<file path="src/rtl/tri_pkg.sv">
// tri_pkg: shared triangle types for the triangle-fetch receive path.
package tri_pkg;
    typedef logic [3:0][31:0] vertex_t;
    typedef struct packed {
        vertex_t v1;
        vertex_t v2;
        vertex_t v3;
        logic    last;
    } triangle_t;
    localparam int TRI_W = $bits(triangle_t);
endpackage

</file>
<file path="src/rtl/triangle_receiver_if.sv">
// triangle_receiver_if: producer-side ingest, downstream stream and object status signals.
interface triangle_receiver_if import tri_pkg::*; #(parameter int CNT_W = 16);
    vertex_t v1_in, v2_in, v3_in;
    logic valid_in, obj_done_in, ready_out;
    vertex_t v1_out, v2_out, v3_out;
    logic valid_out, last_out, ready_in;
    logic [CNT_W-1:0] obj_count_out;
    logic obj_count_valid_out, overflow_out;
    modport slave (
        input  v1_in, v2_in, v3_in, valid_in, obj_done_in, ready_in,
        output ready_out, v1_out, v2_out, v3_out, valid_out, last_out,
               obj_count_out, obj_count_valid_out, overflow_out
    );
    modport master (
        output v1_in, v2_in, v3_in, valid_in, obj_done_in, ready_in,
        input  ready_out, v1_out, v2_out, v3_out, valid_out, last_out,
               obj_count_out, obj_count_valid_out, overflow_out
    );
endinterface

</file>
<file path="src/rtl/tri_fifo.sv">
// tri_fifo: synchronous FIFO with count-based occupancy; head is read straight from storage.
module tri_fifo #(
    parameter int WIDTH = 8,
    parameter int DEPTH = 4
) (
    input  logic                    clk_in,
    input  logic                    rst_in,
    input  logic                    push,
    input  logic                    pop,
    input  logic [WIDTH-1:0]        din,
    output logic [WIDTH-1:0]        dout,
    output logic [$clog2(DEPTH):0]  count,
    output logic                    full,
    output logic                    empty
);
    localparam int AW = $clog2(DEPTH);
    logic [WIDTH-1:0] mem [DEPTH];
    logic [AW-1:0] wr_ptr, rd_ptr;
    logic do_push, do_pop;
    assign empty = count == '0;
    assign full = count == (AW+1)'(DEPTH);
    assign do_pop = pop && !empty;
    // a pop in the same cycle frees the slot, so a push into a full FIFO still lands
    assign do_push = push && (!full || do_pop);
    assign dout = mem[rd_ptr];
    always_ff @(posedge clk_in) begin
        if (rst_in) begin
            wr_ptr <= '0;
            rd_ptr <= '0;
            count <= '0;
        end else begin
            if (do_push) wr_ptr <= wr_ptr + AW'(1);
            if (do_pop) rd_ptr <= rd_ptr + AW'(1);
            count <= count + (AW+1)'(do_push) - (AW+1)'(do_pop);
        end
    end
    always_ff @(posedge clk_in) begin
        if (do_push) mem[wr_ptr] <= din;
    end
endmodule

</file>
<file path="src/rtl/triangle_receiver.sv">
// triangle_receiver: buffers fetched triangles, re-issues them as a valid/ready stream,
// counts triangles per object and flags producer overflow.
module triangle_receiver import tri_pkg::*; #(
    parameter int DEPTH = 4,
    parameter int CNT_W = 16
) (
    input logic clk_in,
    input logic rst_in,
    triangle_receiver_if.slave bus
);
    localparam int CW = $clog2(DEPTH) + 1;
    logic [CW-1:0] count, count_nx;
    logic full, empty, push, pop;
    logic ready_q, ovf_q, cnt_vld_q;
    logic [CNT_W-1:0] run_cnt, run_inc, obj_cnt_q;
    logic [TRI_W-1:0] dout;
    triangle_t din, head;
    assign din = '{v1: bus.v1_in, v2: bus.v2_in, v3: bus.v3_in, last: bus.obj_done_in};
    assign head = triangle_t'(dout);
    assign pop = !empty && bus.ready_in;
    assign push = bus.valid_in && (!full || pop);
    assign count_nx = count + CW'(push) - CW'(pop);
    assign run_inc = (run_cnt == '1) ? run_cnt : run_cnt + CNT_W'(1);
    tri_fifo #(.WIDTH(TRI_W), .DEPTH(DEPTH)) u_fifo (
        .clk_in(clk_in),
        .rst_in(rst_in),
        .push(push),
        .pop(pop),
        .din(din),
        .dout(dout),
        .count(count),
        .full(full),
        .empty(empty)
    );
    // ready keeps one slot spare for a triangle committed on the previous ready sample
    always_ff @(posedge clk_in) begin
        if (rst_in) begin
            ready_q <= 1'b0;
            ovf_q <= 1'b0;
            cnt_vld_q <= 1'b0;
            obj_cnt_q <= '0;
            run_cnt <= '0;
        end else begin
            ready_q <= count_nx <= CW'(DEPTH - 2);
            cnt_vld_q <= push && bus.obj_done_in;
            if (bus.valid_in && !push) ovf_q <= 1'b1;
            if (push) begin
                run_cnt <= bus.obj_done_in ? '0 : run_inc;
                if (bus.obj_done_in) obj_cnt_q <= run_inc;
            end
        end
    end
    assign bus.ready_out = ready_q;
    assign bus.v1_out = head.v1;
    assign bus.v2_out = head.v2;
    assign bus.v3_out = head.v3;
    assign bus.last_out = !empty && head.last;
    assign bus.valid_out = !empty;
    assign bus.obj_count_out = obj_cnt_q;
    assign bus.obj_count_valid_out = cnt_vld_q;
    assign bus.overflow_out = ovf_q;
endmodule

</file>
<file path="src/flat_wrapper.sv">
// flat-port wrapper written by rule: the top's interface ports become plain ports
module triangle_receiver_flat import tri_pkg::*;
#(
    parameter int DEPTH = 4,
    parameter int CNT_W = 16
)
  (clk_in, rst_in, bus_v1_in, bus_v2_in, bus_v3_in, bus_valid_in, bus_obj_done_in, bus_ready_in, bus_ready_out, bus_v1_out, bus_v2_out, bus_v3_out, bus_valid_out, bus_last_out, bus_obj_count_out, bus_obj_count_valid_out, bus_overflow_out);
  triangle_receiver_if #(.CNT_W(CNT_W)) bus_i ();
  input logic clk_in;
  input logic rst_in;
  input wire logic [$bits(bus_i.v1_in)-1:0] bus_v1_in;
  input wire logic [$bits(bus_i.v2_in)-1:0] bus_v2_in;
  input wire logic [$bits(bus_i.v3_in)-1:0] bus_v3_in;
  input wire logic [$bits(bus_i.valid_in)-1:0] bus_valid_in;
  input wire logic [$bits(bus_i.obj_done_in)-1:0] bus_obj_done_in;
  input wire logic [$bits(bus_i.ready_in)-1:0] bus_ready_in;
  output wire logic [$bits(bus_i.ready_out)-1:0] bus_ready_out;
  output wire logic [$bits(bus_i.v1_out)-1:0] bus_v1_out;
  output wire logic [$bits(bus_i.v2_out)-1:0] bus_v2_out;
  output wire logic [$bits(bus_i.v3_out)-1:0] bus_v3_out;
  output wire logic [$bits(bus_i.valid_out)-1:0] bus_valid_out;
  output wire logic [$bits(bus_i.last_out)-1:0] bus_last_out;
  output wire logic [$bits(bus_i.obj_count_out)-1:0] bus_obj_count_out;
  output wire logic [$bits(bus_i.obj_count_valid_out)-1:0] bus_obj_count_valid_out;
  output wire logic [$bits(bus_i.overflow_out)-1:0] bus_overflow_out;
  assign bus_i.v1_in = bus_v1_in;
  assign bus_i.v2_in = bus_v2_in;
  assign bus_i.v3_in = bus_v3_in;
  assign bus_i.valid_in = bus_valid_in;
  assign bus_i.obj_done_in = bus_obj_done_in;
  assign bus_i.ready_in = bus_ready_in;
  assign bus_ready_out = bus_i.ready_out;
  assign bus_v1_out = bus_i.v1_out;
  assign bus_v2_out = bus_i.v2_out;
  assign bus_v3_out = bus_i.v3_out;
  assign bus_valid_out = bus_i.valid_out;
  assign bus_last_out = bus_i.last_out;
  assign bus_obj_count_out = bus_i.obj_count_out;
  assign bus_obj_count_valid_out = bus_i.obj_count_valid_out;
  assign bus_overflow_out = bus_i.overflow_out;
  triangle_receiver #(.DEPTH(DEPTH), .CNT_W(CNT_W)) u_core (.clk_in(clk_in), .rst_in(rst_in), .bus(bus_i));
endmodule
</file>
<file path="config.mk">
export PLATFORM = sky130hd
export DESIGN_NAME = triangle_receiver_flat
export DESIGN_NICKNAME = d
export VERILOG_FILES = /design/src/rtl/tri_pkg.sv /design/src/rtl/triangle_receiver_if.sv /design/src/rtl/tri_fifo.sv /design/src/rtl/triangle_receiver.sv /design/src/flat_wrapper.sv
export SDC_FILE = /design/constraint.sdc
export NUM_CORES = 1
export LEC_CHECK = 0
export CAP_MARGIN = 20
export CORE_ASPECT_RATIO = 0.8
export CORE_MARGIN = 1.5
export CORE_UTILIZATION = 55
export CTS_CLUSTER_DIAMETER = 100
export CTS_CLUSTER_SIZE = 40
export DETAILED_ROUTE_END_ITERATION = 8
export GPL_ROUTABILITY_DRIVEN = 0
export GPL_TIMING_DRIVEN = 0
export PLACE_DENSITY_LB_ADDON = 0.15
export SLEW_MARGIN = 20
export SYNTH_ARGS = -nofsm -noshare
export SYNTH_HDL_FRONTEND = slang
export SYNTH_SLANG_ARGS = --single-unit
</file>
<file path="constraint.sdc">
create_clock -name clk_in -period 19.35 [get_ports clk_in]
set_input_delay 5.805 -clock clk_in [delete_from_list [all_inputs] [get_ports clk_in]]
set_output_delay 5.805 -clock clk_in [all_outputs]
set_load 0.02 [all_outputs]
</file>
==> summary.md <==
| Metric | Value |
|---|---|
| Maximum clock skew at final layout | 0.0328 ns |
| Max-slew violation count | 0 |
| Most frequent cell after synthesis | edfxtp_1 |
| Status | finished, final reports clean |
| Main combinational cell family by area after synthesis | multiplexers |
| Max Clk Rate | 102 MHz |
| Fin crit share | 50.6% |
| Maxcap violations | 0 |
| Logic gate share of total power | 31.9% |
| Switching fraction of total power | 28.6% |
| Remaining number of nets flagged by the antenna check after routing | 0 |
| Post-synthesis mux area share | 15.0% |
| Number of H-tree branching levels | 2 |
| R2R depth | 7 |
| Final layout net count | 3583 |
| Total iterations of the first detailed-routing run | 5 |
| Synth Area in Compound Gates | 0.909% |
| Violation count after the first detailed-routing iteration | 2450 |
| Cell internal pwr | 5.71 mW |
| Primary flip-flop cell chosen by synthesis mapping | edfxtp_1 |
| Die outline height | 293 um |
| Proportion of power drawn by flip-flops and latches | 51.3% |
| Final setup violating endpoints | 0 |
| Post-route DRC | 0 |
| Num ports | 794 |
| Number of register bits inferred by synthesis | 1584 |
| Start of the worst register-to-register path | u_core.u_fifo.count[1] |
| Total Die Area | 107000 um^2 |
| Number of buffers inserted for hold repair after clock tree synthesis | 0 |
| Worst-margin pin slew | 1.00 ns |
| Total nets after synthesis | 2703 |
| List of most frequent post-synthesis cells | edfxtp_1 (1540), mux4_2 (385), buf_2 (49) |
| Unrepaired setup endpoints after global routing | no |
| Synthesis-to-layout area growth | 20.7% |
| Port Buffer Count | 792 |
| Overall track demand over capacity in global routing | 23.4% |
| Number of vias per cell after detailed routing | 5.79 |
| Switching power total | 2.29 mW |
| Clk_lat worst skew | 0.66 ns |
| Maximum resistive drop on vdd | 0.103 mV |
| Hold Crit Endpoint | u_core.bus.obj_count_out[11] |
| Post-synthesis area per instance | 25.1 um^2 |
| Number of enable-type register cells in the synthesized netlist | 1540 |
| Count of cells along the worst hold path | 2 |
| Vias | 26800 |
| Sum of negative setup slack | 0 ns |
| Wirelength per Cell | 27.4 um |
| Post-Synth Simple-Gate Area | 1.20% |
| Synth async-reset ratio | 0% |
| Post-synth design cell area | 57800 um^2 |
| Hold violation total from the final report | 0 |
| Clock slew seen by the registers of the worst setup and hold paths | 0.14 ns |
| Cell count after synthesis | 2303 |
| Adder and majority cell fraction of the synthesized area | 0.264% |
| Crit path DAT | 3.98 ns |
| Power Dens Cells | 115 nW/um^2 |
| Required time of the worst setup path | 13.54 ns |
| Type of the tightest min-delay check | reg -> reg |
| Clock tree from TritonCTS | built |
| Min-Delay Startpoint | u_core.bus.obj_count_out[11] |
| Total grt overflow | 0 |
| Fraction of synthesized cell area taken by the top area cell type | 80.0% |
| Type of origin of the critical path | register |
| Library cell with the largest summed area after synthesis | edfxtp_1 |
| Lkg Pwr | 21.4 nW |
| Number of antenna violations at the first check in global routing | 46 |
| Crit path kind | reg -> out |
| Horiz. Die Dim | 366 um |
| CTS Root Buffer Type | clkbuf_16 |
| Worst reg2reg endpoint | u_core.u_fifo.mem[2][106] |
| DP HPWL | 88.6 mm |
| Critical Path Fanout Max | 10 |
| Fraction of layout instances using a drive strength above 1 | 17.3% |
| Type of destination of the critical path | primary output |
| Sequential fraction of the synthesis area | 81.5% |
| Wire length of the first global-routing pass | 181 mm |
| Setup Buffers After CTS | 0 |
| XOR/XNOR Fraction of Synth Area | 0.182% |
| Area contributors post-synth | edfxtp_1 (80%), mux4_2 (15%), dfxtp_1 (1.5%) |
| # fillers | 6624 |
| Total Power Consumption | 8.00 mW |
| Total number of placement rows | 106 |
| Setup slack, reg-to-reg | 16.25 ns |
| Std-Cell Core Area | 104000 um^2 |
| Initial Utilization | 55.4% |
| Sinks on Clock Net | 1584 |
| Yosys cell types | 59 |
| Min Tclk post-route | 9.79 ns |
| Clock network power share | 16.9% |
| Maximum number of pins on one net before global-route repair | 50 |
| Post-Route Utilization | 66.9% |
| Headroom to the max-slew limit | 33.2% |
| Number of gates given a new drive strength after cts | 0 |
| Final wirelength | 127 mm |
| Cts bufs inserted | 45 |
| Clock Path Buffers | 3 |
| Number of warnings issued by yosys | 0 |
| Worst hold margin | 0.464 ns |
| Via count of the first global-routing pass | 27500 |
-- worst max-delay path, stage by stage (launching register included) --
cell	delay (ns)
dfxtp_1	0.33
clkbuf_1	0.51
clkbuf_1	0.81
clkbuf_1	0.65
mux4_2	0.43
clkdlybuf4s50_1	0.57
-- cell type report --
| class | instances | area [um^2] | share of cell area [%] |
|---|---|---|---|
| sequential | 1584 | 47100 | 67.5 |
| multi-input combinational | 596 | 10200 | 14.6 |
| timing repair buffer | 833 | 8920 | 12.8 |
| tap | 1404 | 1760 | 2.52 |
| clock buffer | 62 | 1190 | 1.70 |
| buffer | 111 | 514 | 0.737 |
| antenna | 22 | 55.1 | 0.0789 |
| inverter | 12 | 50.0 | 0.0717 |
| clock inverter | 2 | 20.0 | 0.0287 |
-- power by group through the flow --
stage,clock network (mW),registers [mW],logic [mW]
after CTS,1.38,4.10,2.60
after global routing,1.48,4.12,2.69
final,1.35,4.10,2.55
after floorplan,0,4.28,1.39
after detailed placement,0,4.18,2.59
after global placement,0,4.37,2.52
-- metal layers --
metal / part of all wire (%) / wire [um] / GRT usage (%)
met1: 36 / 45600 / 28.5
met5: 0.19 / 243 / 0
met2: 53 / 67300 / 41.0
met3: 8.1 / 10300 / 6.61
met4: 2.8 / 3490 / 6.42
-- worst max-delay path by stage --
stage / from / end
floorplan: bus_ready_in / u_core.u_fifo.mem[0][0]
detailed placement: register / bus_v1_out[63]
finish: register / bus_v1_out[3]
CTS: register / bus_v1_out[63]
global placement: bus_ready_in / u_core.u_fifo.mem[2][272]
global route: register / bus_v1_out[36]
-- sequential cells by signal, summed over array words and instances (netlist names), named ones only --
| register | count |
|---|---|
| u_core.u_fifo.mem | 1540 |
| u_core.bus.overflow_out | 1 |
| u_core.bus.obj_count_out | 16 |
| u_core.u_fifo.wr_ptr | 2 |
| u_core.bus.obj_count_valid_out | 1 |
| u_core.u_fifo.count | 3 |
| u_core.run_cnt | 16 |
| u_core.u_fifo.rd_ptr | 2 |
| u_core.bus.ready_out | 1 |
-- layout by cell type, fill, tap and decap left out, types with 17 or more instances in the layout --
| cell | n |
|---|---|
| buf_1 | 17 |
| buf_16 | 24 |
| buf_2 | 49 |
| clkbuf_1 | 52 |
| clkbuf_16 | 45 |
| clkdlybuf4s50_1 | 792 |
| dfxtp_1 | 44 |
| diode_2 | 22 |
| edfxtp_1 | 1540 |
| mux4_2 | 385 |
| nand2_1 | 24 |
| nor2_1 | 21 |
-- per-stage QoR --
step	worst slack [ns]	cell area [um^2]	instances
CTS	9.35	69700	4604
finish	9.56	69800	4626
global placement	-3.66	67500	4499
detailed placement	10.12	68500	4540
global route	9.29	69800	4620
floorplan	3.72	57800	2303
-- cells by family (layout without fill, tap and decap cells) --
kind of cell,Yosys count,after routing
multiplexers,385,385
AO/OA/AOI/OAI,72,72
XOR/XNOR,12,12
flip-flops,1584,1584
other,0,22
buffers and inverters,123,1020
adder cells (fa/ha/maj),11,11
AND/OR/NAND/NOR,116,116
Note: power is estimated with default switching activity, not from simulation.
